**config.mk**
```make
export PLATFORM = sky130hd
export DESIGN_NAME = id_banco_registros
export DESIGN_NICKNAME = d
export VERILOG_FILES = /design/src/rtl/id_banco_registros.sv
export SDC_FILE = /design/constraint.sdc
export NUM_CORES = 2
export LEC_CHECK = 0
export BUFFER_PORTS_ARGS = -buffer_cell sky130_fd_sc_hd__buf_2
export CAP_MARGIN = 15
export CELL_PAD_IN_SITES_DETAIL_PLACEMENT = 0
export CELL_PAD_IN_SITES_GLOBAL_PLACEMENT = 1
export CORE_MARGIN = 5
export CORE_UTILIZATION = 30
export DETAILED_ROUTE_END_ITERATION = 10
export PLACE_DENSITY = 0.53
export SLEW_MARGIN = 20
export SYNTH_ARGS = -nofsm -noshare
export SYNTH_HDL_FRONTEND = slang
export SYNTH_SLANG_ARGS = --single-unit
```
**constraint.sdc**
```tcl
create_clock -name i_clk -period 5 [get_ports i_clk]
set_input_delay 0.5 -clock i_clk [delete_from_list [all_inputs] [get_ports i_clk]]
set_output_delay 0.5 -clock i_clk [all_outputs]
set_load 0.01 [all_outputs]
```
**src/rtl/id_banco_registros.sv**
```systemverilog
// 32x32 register file for the ID stage. Operand reads are combinational with a write-through bypass.
// A dump FSM streams every register over a valid/ready handshake and holds its word while ready is low.
module id_banco_registros #(
   parameter int NBITS     = 32,
   parameter int NREG      = 32,
   parameter int NBITS_REG = 5
) (
   input  logic                 i_clk,
   input  logic                 i_reset,
   input  logic                 i_RegWrite,
   input  logic [NBITS_REG-1:0] i_DirEscritura,
   input  logic [NBITS-1:0]     i_DatoEscritura,
   input  logic [NBITS_REG-1:0] i_DirLecturaA,
   input  logic [NBITS_REG-1:0] i_DirLecturaB,
   output logic [NBITS-1:0]     o_DatoA,
   output logic [NBITS-1:0]     o_DatoB,
   input  logic                 i_DumpStart,
   input  logic                 i_DumpReady,
   output logic [NBITS-1:0]     o_DumpDato,
   output logic [NBITS_REG-1:0] o_DumpDir,
   output logic                 o_DumpValid,
   output logic                 o_DumpBusy,
   output logic                 o_DumpDone
);

   typedef enum logic [1:0] {
      IDLE = 2'd0,
      SEND = 2'd1,
      DONE = 2'd2
   } dump_state_e;

   localparam logic [NBITS_REG-1:0] LAST_IDX = NBITS_REG'(NREG - 1);

   logic [NBITS-1:0]     regs_q [NREG];
   dump_state_e          state_q, state_d;
   logic [NBITS_REG-1:0] idx_q, idx_d;
   logic                 wr_en;

   // r0 is never written, so it stays at its reset value of zero.
   assign wr_en = i_RegWrite && (i_DirEscritura != '0);

   always_ff @(posedge i_clk or negedge i_reset) begin
      if (!i_reset) begin
         for (int i = 0; i < NREG; i++) begin
            regs_q[i] <= '0;
         end
      end else if (wr_en) begin
         regs_q[i_DirEscritura] <= i_DatoEscritura;
      end
   end

   // Bypass lets ID see a WB result in the same cycle it is written.
   always_comb begin
      o_DatoA = regs_q[i_DirLecturaA];
      o_DatoB = regs_q[i_DirLecturaB];
      if (wr_en && (i_DirEscritura == i_DirLecturaA)) begin
         o_DatoA = i_DatoEscritura;
      end
      if (wr_en && (i_DirEscritura == i_DirLecturaB)) begin
         o_DatoB = i_DatoEscritura;
      end
   end

   always_ff @(posedge i_clk or negedge i_reset) begin
      if (!i_reset) begin
         state_q <= IDLE;
         idx_q   <= '0;
      end else begin
         state_q <= state_d;
         idx_q   <= idx_d;
      end
   end

   always_comb begin
      state_d     = state_q;
      idx_d       = idx_q;
      o_DumpDato  = '0;
      o_DumpDir   = '0;
      o_DumpValid = 1'b0;
      o_DumpBusy  = 1'b0;
      o_DumpDone  = 1'b0;
      unique case (state_q)
         IDLE: begin
            if (i_DumpStart) begin
               idx_d   = '0;
               state_d = SEND;
            end
         end
         SEND: begin
            // Dump reads committed state only; no bypass from the WB port.
            o_DumpValid = 1'b1;
            o_DumpBusy  = 1'b1;
            o_DumpDir   = idx_q;
            o_DumpDato  = regs_q[idx_q];
            if (i_DumpReady) begin
               if (idx_q == LAST_IDX) begin
                  state_d = DONE;
               end else begin
                  idx_d = idx_q + NBITS_REG'(1);
               end
            end
         end
         DONE: begin
            o_DumpBusy = 1'b1;
            o_DumpDone = 1'b1;
            state_d    = IDLE;
         end
         default: begin
            state_d = IDLE;
         end
      endcase
   end

endmodule

```
==> out/qor_table.md <==
| Step | Item | Value |
|:---|:---|:---|
| place | Worst slack after detailed placement | 1.24 ns |
| clocking | Clock root buffer | sky130_fd_sc_hd__clkbuf_16 |
| route | Average wire per cell in the routed design | 34.5 um |
| clocking | Clock tree from TritonCTS | done |
| clocking | Count of clock tree sinks | 1,031 |
| logic synthesis | Sequential fraction of the synthesis area | 0.413 |
| floorplanning | I/O pin total | 156 |
| critical path | Cell family with most CP delay | flip-flops |
| route | Number of vias after detailed routing | 40,700 |
| critical path | Critical path, cell by cell | buf_4, mux4_2, mux2i_1, a22oi_1, and3_1, buf_2 |
| critical path | Arrival time at the worst endpoint | 3.79 ns |
| global routing | Global routing usage summed across all routing layers | 0.217 |
| global routing | Number of antenna violations at the first check in global routing | 13 |
| place | Placement Cell Area | 66,100 um^2 |
| power | Leakage power | 28.2 nW |
| logic synthesis | FF+latch count, synth | 1,031 |
| critical path | Total buffers and inverters traversed by the critical path | 2 |
| critical path | Crit start category | register |
| route | Number of detailed-routing iterations run before antenna repair | 5 |
| logic synthesis | Total of warnings raised by yosys | 0 |
| floorplanning | Core region area | 207,000 um^2 |
| floorplanning | Die Span X | 466 um |
| global routing | Largest net degree at the start of global routing | 161 |
| clocking | Resize count post-CTS | 0 |
| route | Via count normalized by instance count | 5.89 |
| sta | Headroom to the max-slew limit | 0.214 |
| final layout | NumNets Final | 4,080 |
| global routing | Number of global-route vias before repair | 42,400 |
| logic synthesis | Post-synthesis cell area | 62,400 um^2 |
| logic synthesis | Synth Net Count | 4,172 |
| floorplanning | Number of rows in the core area | 167 |
| power | Power per unit of standard cell area | 418 nW/um^2 |
| flow run | Maximum capacitance violations | 0 |
| clocking | Worst-Skew Late Latency | 0.74 ns |
| place | HPWL after detailed placement | 136,000 um |
| route | Detailed Route Iter0 Violations | 3,147 |
| sta | Final worst hold slack | 0.123 ns |
| critical path | Data required time at the worst endpoint | 4.50 ns |
| sta | Setup repair after global routing missed its margin | false |
| logic synthesis | Cell type with the largest total area after synthesis | sky130_fd_sc_hd__dfrtp_1 |
| clocking | Deepest clock path buffer count | 3 |
| worst hold path | Path type of the worst min-delay path | in -> reg |
| floorplanning | Floorplan die area | 217,000 um^2 |
| sta | Setup-violating endpoint count in the final report | 0 |
| critical path | Largest driver fanout on the critical path | 29 |
| logic synthesis | Share of Yosys cell area claimed by the top area cell type | 0.413 |
| route | Number of antenna-violating nets in the routed design | 0 |
| logic synthesis | Most numerous cell in the Yosys netlist | sky130_fd_sc_hd__dfrtp_1 |
| sta | Maximum clock rate | 0.233 GHz |
| sta | Setup TNS | 0 ns |
| logic synthesis | Number of distinct standard cells referenced by the synthesized netlist | 48 |
| clocking | Clock-pin slew on the worst setup and hold paths | 0.06 ns |
| sta | Crit path time final | 4.29 ns |
| route | WL final | 239,000 um |
| logic synthesis | Leading post-synthesis cells by cell area | sky130_fd_sc_hd__dfrtp_1 (41%), sky130_fd_sc_hd__mux4_2 (28%), sky130_fd_sc_hd__mux2_2 (18%) |
| critical path | Critical path endpoint category | output pin |
| critical path | Critical path start-end classification | reg -> out |
| place | Final weighted congestion of routability-driven global placement | 0.781 |
| route | DR DRC count | 0 |
| logic synthesis | Share of flip-flops with an asynchronous set or reset | 1.00 |
| logic synthesis | Average footprint of a synthesized cell | 15.2 um^2 |
| place | Port Buffer Count | 155 |
| sta | Slew @ Worst Pin | 1.18 ns |
| power | Peak supply drop | 0.613 mV |
| sta | Period utilisation layout | 0.858 |
| final layout | Relative area change from synthesis to final layout | 12.4% |
| global routing | Global-route wire length before repair | 338,000 um |
| sta | Hold Violations, Final | 0 |
| final layout | Fraction of final layout cells sized beyond drive strength 1 | 0.558 |
| sta | Max-slew violations | 0 |
| floorplanning | Y dimension of the die | 466 um |
| outcome | Result of the run | completed |
| sta | Final critical-path setup slack | 0.708 ns |
| critical path | Delay of the slowest cell on the worst path | 0.94 ns |
| logic synthesis | Instance count of the mapped netlist | 4,115 |
| floorplanning | Initial Utilization | 0.301 |
| sta | Final clock skew | 0.00272 ns |
| logic synthesis | Most frequently used flop master after synthesis | sky130_fd_sc_hd__dfrtp_1 |
| logic synthesis | Top cell types by occurrence after synthesis | sky130_fd_sc_hd__dfrtp_1 (1,031), sky130_fd_sc_hd__mux2_2 (997), sky130_fd_sc_hd__mux4_2 (764), sky130_fd_sc_hd__o22ai_1 (248), sky130_fd_sc_hd__clkbuf_1 (228) |
| final layout | Filler cells | 20,100 |
| clocking | CTS buffer count | 121 |
| global routing | Total overflow reported by the global router | 0 |
| final layout | Layout Cell Area excl Fill | 70,200 um^2 |
| logic synthesis | EDFF count, synth | 0 |
| critical path | CP max-delay cell | sky130_fd_sc_hd__dfrtp_4 |
| clocking | H-tree depth reported by CTS | 3 |
## registers in the layout (all words and copies together), names as in the netlist
signal and cells:
idx_q 5, state_q 2, regs_q 1024
## layout by cell type (no fill, tap or decap), types with 27 or more instances in the layout
master                      Yosys  final
sky130_fd_sc_hd__dfrtp_1     1031   1028
sky130_fd_sc_hd__mux2_2       997    997
sky130_fd_sc_hd__mux4_2       764    764
sky130_fd_sc_hd__o22ai_1      248    248
sky130_fd_sc_hd__buf_2        156    150
sky130_fd_sc_hd__mux2i_1      134    134
sky130_fd_sc_hd__clkbuf_16      0    123
sky130_fd_sc_hd__buf_4         13     83
sky130_fd_sc_hd__nand2_1       83     66
sky130_fd_sc_hd__a22oi_1       64     64
sky130_fd_sc_hd__or4_1         62     62
sky130_fd_sc_hd__o21ai_1       62     62
sky130_fd_sc_hd__buf_12        20     53
sky130_fd_sc_hd__and3_1        35     35
sky130_fd_sc_hd__clkbuf_8       0     30
sky130_fd_sc_hd__clkbuf_1     228     27
## per-stage QoR
step / std cells / power [mW] / utilization
final: 6914 / 29.3 / 0.339
after global routing: 6911 / 30.6 / 0.339
after CTS: 6909 / 29.6 / 0.339
after detailed placement: 6686 / 20.3 / 0.319
after global placement: 6686 / 20.1 / 0.319
after floorplan: 4115 / 17.5 / -
## final cells by class
cell class | instances | area, um^2 | share of cell area
repair buffers | 293 | 2530 | 0.0361
clock inverters | 41 | 467 | 0.00665
flip-flops and latches | 1031 | 25800 | 0.368
diodes | 5 | 12.5 | 0.000178
well taps | 2788 | 3490 | 0.0497
inverters | 4 | 15.0 | 0.000214
clock buffers | 180 | 3590 | 0.0512
multi-input cells | 2572 | 34300 | 0.488
## power by group
group | leakage, nW | internal [mW] | switching (mW)
logic | 13.0 | 4.88 | 3.69
registers | 13.2 | 9.94 | 1.60
clock network | 2.00 | 5.35 | 3.85
total | 28.2 | 20.2 | 9.14
## routing by layer
layer / vias up / part of all wire / track usage
li1: 16400 / - / -
met1: 22600 / 0.43 / 0.289
met2: 1323 / 0.48 / 0.358
met3: 389 / 0.054 / 0.0407
met4: 2 / 0.036 / 0.0719
met5: - / 0.000054 / 0.000878
## worst register-to-register path, delay by kind of cell, from the launching register on
kind	cells	cell delay, ns
DFF	1	0.40
and+or+nand+nor	3	1.03
adders and majority gates	1	0.88
buffers and inverters	2	0.32
xor gates and xnor gates	1	0.19
## cell families (layout without fill, tap and decap cells)
logic type,Yosys count,count (layout),synth area share
AND/OR/NAND/NOR,267,267,0.0240
AO/OA/AOI/OAI,393,393,0.0396
buffers and inverters,512,518,0.0434
other,0,5,0
adder cells (fa/ha/maj),5,5,0.00100
flip-flops,1031,1031,0.413
XOR/XNOR,12,12,0.00168
multiplexers,1895,1895,0.477
## what timing repair did
item	CTS	global route
hold buffers	2	0
endpoints found under the hold margin	54	0
setup endpoints to repair	0	0
buffers inserted	0	0
## path summary, 6_finish.rpt
path | start | to | slack, ns | cells after the start
setup / recovery | idx_q[0]$_DFFE_PN0P_ | o_DumpDato[5] | 0.71 | 6
hold / removal | i_DumpReady | state_q[1]$_DFFE_PN0P_ | 0.12 | 3
setup reg to reg | state_q[1]$_DFFE_PN0P_ | idx_q[3]$_DFFE_PN0P_ | 2.12 | 7
hold reg to reg | regs_q[997]$_DFFE_PN0P_ | regs_q[997]$_DFFE_PN0P_ | 0.41 | 0
max in group asynchronous | i_reset | regs_q[39]$_DFFE_PN0P_ | 3.18 | 3
min in group asynchronous | i_reset | regs_q[1019]$_DFFE_PN0P_ | 0.34 | 2
Power figures use the tool's default switching activity.
